[src/rtl/sram_arb_pkg.sv]
// Shared types for the two-port SRAM arbiter: FSM states and the latched request.
package sram_arb_pkg;

  localparam int NUM_PORTS = 2;

  typedef enum logic [1:0] {
    IDLE,
    WAIT,
    ACCESS,
    RESP
  } arb_state_e;

  typedef struct packed {
    logic        write;
    logic [3:0]  strobe;
    logic [31:0] addr;
    logic [31:0] wdata;
  } sram_req_t;

endpackage

[src/rtl/rr_arbiter2.sv]
// Two-way round-robin grant: a lone requester wins, a tie goes to the port
// that did not win last time.
module rr_arbiter2 (
  input  logic [1:0] i_req,
  input  logic       i_last_grant,
  output logic       o_valid,
  output logic       o_winner,
  output logic [1:0] o_gnt
);

  always_comb begin
    o_winner = 1'b0;
    if (i_req == 2'b11) begin
      o_winner = ~i_last_grant;
    end else if (i_req[1]) begin
      o_winner = 1'b1;
    end
    o_valid = |i_req;
    o_gnt   = o_valid ? (2'b01 << o_winner) : 2'b00;
  end

endmodule

[src/rtl/sram_port_arbiter.sv]
// Fetch/data arbiter in front of a 1-cycle registered-read SRAM; each accepted
// request becomes exactly one SRAM cycle followed by a one-cycle response pulse.
module sram_port_arbiter
  import sram_arb_pkg::*;
#(
  parameter int  MEM_SIZE_WORDS = 4096,
  parameter int  WAIT_STATES    = 0,
  localparam int ADDR_WIDTH     = $clog2(MEM_SIZE_WORDS)
) (
  input  logic                        clk,
  input  logic                        rstn,
  input  logic [NUM_PORTS-1:0]        req_valid,
  output logic [NUM_PORTS-1:0]        req_ready,
  input  logic [NUM_PORTS-1:0]        req_write,
  input  logic [NUM_PORTS-1:0][3:0]   req_strobe,
  input  logic [NUM_PORTS-1:0][31:0]  req_addr,
  input  logic [NUM_PORTS-1:0][31:0]  req_wdata,
  output logic [NUM_PORTS-1:0]        rsp_valid,
  output logic                        rsp_err,
  output logic [31:0]                 rsp_rdata,
  output logic                        sram_valid,
  output logic                        sram_write,
  output logic [3:0]                  sram_strobe,
  output logic [ADDR_WIDTH-1:0]       sram_addr,
  output logic [31:0]                 sram_din,
  input  logic [31:0]                 sram_dout
);

  localparam logic [7:0] WAIT_INIT = 8'(WAIT_STATES);

  arb_state_e r_state;
  arb_state_e w_state_nxt;
  sram_req_t  r_req;
  sram_req_t  w_sel;
  logic       r_last_grant;
  logic       r_err;
  logic [7:0] r_wait_cnt;
  logic       w_any;
  logic       w_winner;
  logic       w_accept;
  logic       w_access;
  logic [1:0] w_gnt;
  logic       w_unused_addr_lsb;

  rr_arbiter2 u_rr (
    .i_req        (req_valid),
    .i_last_grant (r_last_grant),
    .o_valid      (w_any),
    .o_winner     (w_winner),
    .o_gnt        (w_gnt)
  );

  assign w_accept  = (r_state == IDLE) && w_any;
  assign req_ready = (r_state == IDLE) ? w_gnt : '0;

  always_comb begin
    w_sel        = '0;
    w_sel.write  = req_write[w_winner];
    w_sel.strobe = req_strobe[w_winner];
    w_sel.addr   = req_addr[w_winner];
    w_sel.wdata  = req_wdata[w_winner];
  end

  always_comb begin
    w_state_nxt = r_state;
    unique case (r_state)
      IDLE:    if (w_any) w_state_nxt = (WAIT_STATES > 0) ? WAIT : ACCESS;
      WAIT:    if (r_wait_cnt == 8'd1) w_state_nxt = ACCESS;
      ACCESS:  w_state_nxt = RESP;
      RESP:    w_state_nxt = IDLE;
      default: w_state_nxt = IDLE;
    endcase
  end

  always_ff @(posedge clk or negedge rstn) begin
    if (!rstn) begin
      r_state <= IDLE;
    end else begin
      r_state <= w_state_nxt;
    end
  end

  // last_grant resets to 1 so port 0 takes the first tie; it also names the owner
  always_ff @(posedge clk or negedge rstn) begin
    if (!rstn) begin
      r_req        <= '0;
      r_last_grant <= 1'b1;
      r_err        <= 1'b0;
      r_wait_cnt   <= 8'd0;
    end else if (w_accept) begin
      r_req        <= w_sel;
      r_last_grant <= w_winner;
      r_err        <= |w_sel.addr[31:ADDR_WIDTH+2];
      r_wait_cnt   <= WAIT_INIT;
    end else if (r_state == WAIT) begin
      r_wait_cnt   <= r_wait_cnt - 8'd1;
    end
  end

  assign w_access    = (r_state == ACCESS) && !r_err;
  assign sram_valid  = w_access;
  assign sram_write  = w_access && r_req.write;
  assign sram_strobe = (w_access && r_req.write) ? r_req.strobe : 4'h0;
  assign sram_addr   = w_access ? r_req.addr[ADDR_WIDTH+1:2] : '0;
  assign sram_din    = w_access ? r_req.wdata : 32'h0;

  assign rsp_valid = (r_state == RESP) ? (2'b01 << r_last_grant) : '0;
  assign rsp_err   = (r_state == RESP) && r_err;
  assign rsp_rdata = ((r_state == RESP) && !r_req.write && !r_err) ? sram_dout : 32'h0;

  // byte offset is deliberately ignored; alignment is the requester's problem
  assign w_unused_addr_lsb = ^r_req.addr[1:0];

endmodule

[config.mk]
export PLATFORM = sky130hd
export DESIGN_NAME = sram_port_arbiter
export DESIGN_NICKNAME = d
export VERILOG_FILES = /design/src/rtl/sram_arb_pkg.sv /design/src/rtl/rr_arbiter2.sv /design/src/rtl/sram_port_arbiter.sv
export SDC_FILE = /design/constraint.sdc
export NUM_CORES = 1
export LEC_CHECK = 0
export ABC_AREA = 1
export ABC_CLOCK_PERIOD_IN_PS = 3750
export BUFFER_PORTS_ARGS = -buffer_cell sky130_fd_sc_hd__clkbuf_2
export CORE_AREA = 4 4 98 100
export CTS_CLUSTER_DIAMETER = 80
export DETAILED_ROUTE_END_ITERATION = 6
export DIE_AREA = 0 0 102 104
export GPL_TIMING_DRIVEN = 0
export PLACE_DENSITY_LB_ADDON = 0.1
export SETUP_SLACK_MARGIN = 0.05
export SYNTH_ARGS = -nofsm -noshare
export SYNTH_HDL_FRONTEND = slang
export SYNTH_HIERARCHICAL = 1
export SYNTH_SLANG_ARGS = --single-unit
[constraint.sdc]
create_clock -name clk -period 3.75 [get_ports clk]
set_input_delay 0.9375 -clock clk [delete_from_list [all_inputs] [get_ports clk]]
set_output_delay 0.9375 -clock clk [all_outputs]
set_load 0.005 [all_outputs]
Yosys cells after proc, flatten, opt, wreduce, memory -nomap -nowiden
Cells that the tools add are included.

cells by class
  multiplexer cells = 22
  $lt $le $gt $ge = 1
  shift-type cells = 2
  reductions and logical operators = 13
  equality and inequality tests = 7
  bitwise logic cells = 1
  add/subtract/negate cells = 1

operators with widths
  cell                                                                          count
  32-bit 2-to-1 mux                                                             6
  18-bit OR reduction                                                           1
  8-bit 2-to-1 mux                                                              2
  12-bit 2-to-1 mux                                                             1
  4-bit 2-to-1 mux                                                              3
  2-bit 2-to-1 mux                                                              5
  8-bit by 1-bit equality test with 1-bit output, second input constant         1
  2-bit case mux with 4 select lines                                            1
  8-bit by 1-bit subtractor with 8-bit output, second input constant            1
  2-bit equality test, second input constant                                    3
  1-bit logical AND                                                             6
  1-bit 2-to-1 mux                                                              4
  2-bit != test, second input constant                                          2
  1-bit by 1-bit left shift with 2-bit output, first input constant             2
  2-bit by 1-bit equality test with 1-bit output, second input constant         1
  1-bit zero test                                                               2
  2-bit zero test                                                               1
  1-bit by 2-bit less-than comparator with 1-bit output, second input constant  1
  2-bit AND reduction                                                           1
  2-bit nonzero test                                                            1
  2-bit OR reduction                                                            1
  1-bit NOT                                                                     1

word-level totals
  output and inout bits = 87
  register bits = 63

Longest topological paths before layout
  word-level depth = 5
  gate-level depth with buffers = 10
  gate-level depth less buffers = 9

Hierarchy
The synthesis kept the hierarchy.

by module, submodules not included
  module             times used  area each (µm²)  seq. area each (µm²)  cells each
  sram_port_arbiter  1           3634.7           1527.7                559
  rr_arbiter2        1           30.0             0.0                   7

Least setup slack after synthesis
Ideal clock, no wire load.

  path type = input -> output
  start point = input req_valid[1]
  end point = output req_ready[1]
  stages = 4
  setup slack = 1.581 ns
  buffers on the path = 0
  arrival time = 1.232 ns
  path through = inv_1 a21oi_1 inv_1 nor2_1

on the way
  word-level cells in the longest chain between the ends = 5
  elaborated cells on any way between the ends = 7
  those cells by class = 1 x eq/ne; 1 x shift; 4 x mux; 1 x reduce/logical

RTL lines
  item                                                     line                                  source
  from (decl)                                              sram_port_arbiter.sv:12               input logic [NUM_PORTS-1:0] req_valid,
  2-bit equality test or 1-bit 2-to-1 mux (tied branches)  rr_arbiter2.sv:13, rr_arbiter2.sv:15
  1-bit 2-to-1 mux                                         rr_arbiter2.sv:13                     if (i_req == 2'b11) begin
  1-bit by 1-bit left shift with 2-bit output              rr_arbiter2.sv:19                     o_gnt = o_valid ? (2'b01 << o_winner) : 2'b00;
  2-bit 2-to-1 mux *                                       rr_arbiter2.sv:19
  via w_gnt[1]                                             sram_port_arbiter.sv:42               logic [1:0] w_gnt;
  2-bit 2-to-1 mux *                                       sram_port_arbiter.sv:54               assign req_ready = (r_state == IDLE) ? w_gnt : '0;
  to (decl)                                                sram_port_arbiter.sv:13               output logic [NUM_PORTS-1:0] req_ready,

Mark *: on every way through the listed nets, which the timed path passes. The rest lies on a longest branch.

Final worst setup path
  start point = register r_state[0]
  end point = output sram_addr[10]

on the way
  word-level cells in the longest chain between the ends = 3

RTL lines
  item                    line                      source
  from (decl)             sram_port_arbiter.sv:31   arb_state_e r_state;
  from (signal assigned)  sram_port_arbiter.sv:79   r_state <= w_state_nxt;
  2-bit equality test     sram_port_arbiter.sv:100  assign w_access = (r_state == ACCESS) && !r_err;
  1-bit logical AND       sram_port_arbiter.sv:100
  12-bit 2-to-1 mux       sram_port_arbiter.sv:104  assign sram_addr = w_access ? r_req.addr[ADDR_WIDTH+1:2] : '0;
  to (decl)               sram_port_arbiter.sv:24   output logic [ADDR_WIDTH-1:0] sram_addr,

No other way between the ends.

==> flow_metrics.env <==
export IMPL_status="finished clean"
export IMPL_synth_nets=742
export IMPL_final_antenna_net_count=0
export IMPL_required_ns=2.81
export IMPL_synth_edf_count=0
export IMPL_core_um2=8680
export IMPL_cpPeakStageDelay_ns=0.44
export IMPL_rsz0062_at_grt="false"
export IMPL_port_buffer_count=256
export IMPL_final_area_um2=5320
export IMPL_cpMaxStageDelayCell="dfrtp_1"
export IMPL_drt_iter0_drc=161
export IMPL_overflow=0
export IMPL_cts_setup_buffers=0
export IMPL_finalCritPeriodShare=0.703
export IMPL_reg2reg_to="r_req[35]$_DFFE_PN0P_"
export IMPL_first_global_vias=4262
export IMPL_cts_resized=0
export IMPL_crit_family="buffers and inverters"
export IMPL_critPathMaxFanout=10
export IMPL_min_from="r_wait_cnt[6]$_DFFE_PN0P_"
export IMPL_cp_arrival_ns=1.70
export IMPL_seqPwrFrac=0.396
export IMPL_synth_cell_type_count=23
export IMPL_leakagePower_uw=0.00334
export IMPL_internal_power_uw=1850
export IMPL_cap_viol_max_count=0
export IMPL_grt_first_pass_wirelength_um=19300
export IMPL_critPathLaunchType="flop"
export IMPL_clock_path_buffers=2
export IMPL_grt_max_degree=62
export IMPL_place_gp_congestion=0.867
export IMPL_slew_headroom=0.429
export IMPL_cp_depth=5
export IMPL_avgSynthCellArea_um2=6.47
export IMPL_layout_commonest_cell="clkbuf_2"
export IMPL_period_minus_slack_ns=2.64
export IMPL_top_level_ports=261
export IMPL_yosys_area_top_type="dfrtp_1"
export IMPL_drc=0
export IMPL_antennaDiodeCount=0
export IMPL_gr_usage_all_layers=0.225
export IMPL_ys_seq_elements=61
export IMPL_start_util=0.422
export IMPL_pwr_share_comb=0.372
export IMPL_vdd_drop_max_uv=258
export IMPL_tns_ns=0
export IMPL_max_freq_ghz=0.379
export IMPL_die_y_um=104
export IMPL_cp_cell_sequence="nor3_2, inv_2, buf_2, nor2_1, clkbuf_2"
export IMPL_async_flop_share=1.00
export IMPL_vias=4408
export IMPL_ys_flop_type="dfrtp_1"
export IMPL_hold_buffers=0
export IMPL_reg2reg_depth=6
export IMPL_area_growth_synth_to_final_pct=45.1
export IMPL_worstMarginPinSlew_ns=0.856
export IMPL_setup_viol=0
export IMPL_dieArea_um2=10600
export IMPL_holdPathEnd="r_wait_cnt[6]$_DFFE_PN0P_"
export IMPL_power_density_nw_per_um2=559
export IMPL_final_cell_mix="clkbuf_2, nor2_1, nand2_1, inv_1, dfrtp_1"
export IMPL_cts_max_level=3
export IMPL_setup_worst_path_class="flop to primary output"
export IMPL_cts_sinks=61
export IMPL_rows=34
export IMPL_drv_slew=0
export IMPL_wl_um=12400
export IMPL_fin_skew_ns=0.00401
export IMPL_layout_drive_gt1_share=0.356
export IMPL_cts_root_buffer="clkbuf_8"
export IMPL_power_frac_clock=0.232
export IMPL_netSwitchingFraction=0.376
export IMPL_drt_pass1_iterations=5
export IMPL_hold_violations=0
export IMPL_wl_per_cell_um=13.2
export IMPL_netSwitchingPower_uw=1120
export IMPL_r2r_setup_slack_ns=1.82
export IMPL_hold_path_class="flop to flop"
export IMPL_syn_inst=566
export IMPL_crit_buf_inv=3
export IMPL_nets=1009
export IMPL_end_kind="primary output"
export IMPL_dpl_cell_area_um2=5080
export IMPL_path_clk_slew_ns=0.07
export IMPL_hold_path_depth=1
export IMPL_via_per_inst=4.66
export IMPL_yosys_top_cells_area="dfrtp_1, nor2_1, nand2_1"
export IMPL_synth_warnings=6
export IMPL_ff_latch_area_um2=1530
export IMPL_clk_latency_ns=0.34
export IMPL_cts_tree="yes"
export IMPL_numCtsBuffers=9
export IMPL_hpwl_um=10000
export IMPL_syn_area_um2=3660
export IMPL_multiInputGateArea_um2=1590
export IMPL_nFillCells=880
export IMPL_synth_top_cell_area_share=0.410
export IMPL_synth_seq_area_share=0.417
export IMPL_antenna_found_initial=0
export IMPL_fin_util=0.613
export IMPL_r2r_start="r_last_grant$_DFFE_PN1P_"
export IMPL_die_w_um=102
-- per-stage QoR --
stage          cells  setup slack [ns]  power (µW)  hold slack (ns)
6_report         945              1.11        2970            0.472
5_1_grt          945             0.971        3210            0.508
4_1_cts          945              1.07        2990            0.477
3_5_place_dp     930              1.30        2300            0.467
3_3_place_gp     930              1.34        2250            0.459
2_1_floorplan    566              1.58        1930            0.441
-- power by group through the flow --
stage / clock network (µW) / registers [µW] / logic [µW]
3_5_place_dp: 0 / 1180 / 1110
2_1_floorplan: 0 / 1130 / 796
5_1_grt: 716 / 1220 / 1280
4_1_cts: 691 / 1180 / 1120
3_3_place_gp: 0 / 1160 / 1080
6_report: 689 / 1180 / 1100
-- final cells by class --
cell class	instances	share of cell area
repair buffers	256	0.241
plain buffers	28	0.0257
inverters	108	0.0767
flip-flops and latches	61	0.287
multi-input cells	369	0.300
clock buffers	12	0.0311
well taps	108	0.0254
clock inverters	3	0.0127
-- metal layers --
metal | up-vias | share of wire | global-route usage
li1 | 2242 | - | -
met1 | 1975 | 0.39 | 0.259
met2 | 171 | 0.51 | 0.405
met3 | 20 | 0.081 | 0.0429
met4 | 0 | 0.023 | 0.0834
met5 | - | 0 | 0
-- state kept, by name, summed over array words and instances, names as in the netlist --
register,count
r_err,1
r_req,49
r_state,2
r_wait_cnt,8
r_last_grant,1
-- Yosys cell counts (2+ instances only) --
master,n
nand4_1,2
nor2_2,3
nand3b_1,2
inv_1,104
a21oi_1,10
clkbuf_1,11
buf_4,4
nand3_1,5
a31oi_1,49
inv_2,3
nand2_1,120
buf_2,13
nor2_1,163
dfrtp_1,60
ha_1,2
o21ai_1,2
o21ai_0,7
-- worst max-delay path by stage --
stage	to	slack [ns]	start
2_1_floorplan	req_ready[1]	1.58	req_valid[1]
3_3_place_gp	r_req[29]$_DFFE_PN0P_	1.34	req_valid[1]
3_5_place_dp	r_req[29]$_DFFE_PN0P_	1.30	req_valid[1]
4_1_cts	sram_addr[10]	1.07	r_state[0]$_DFFE_PN0P_
5_1_grt	rsp_rdata[13]	0.97	r_req[68]$_DFFE_PN0P_
6_report	sram_addr[10]	1.11	r_state[0]$_DFFE_PN0P_
-- cell families after synthesis --
family                     Yosys count  share of synthesized area
and+or+nand+nor                    298                      0.316
buffers and inverters              136                      0.149
AOI/OAI and AO/OA                   69                      0.111
adders and majority gates            2                    0.00683
DFF                                 61                      0.417
Note: power is estimated with default switching activity, not from simulation.
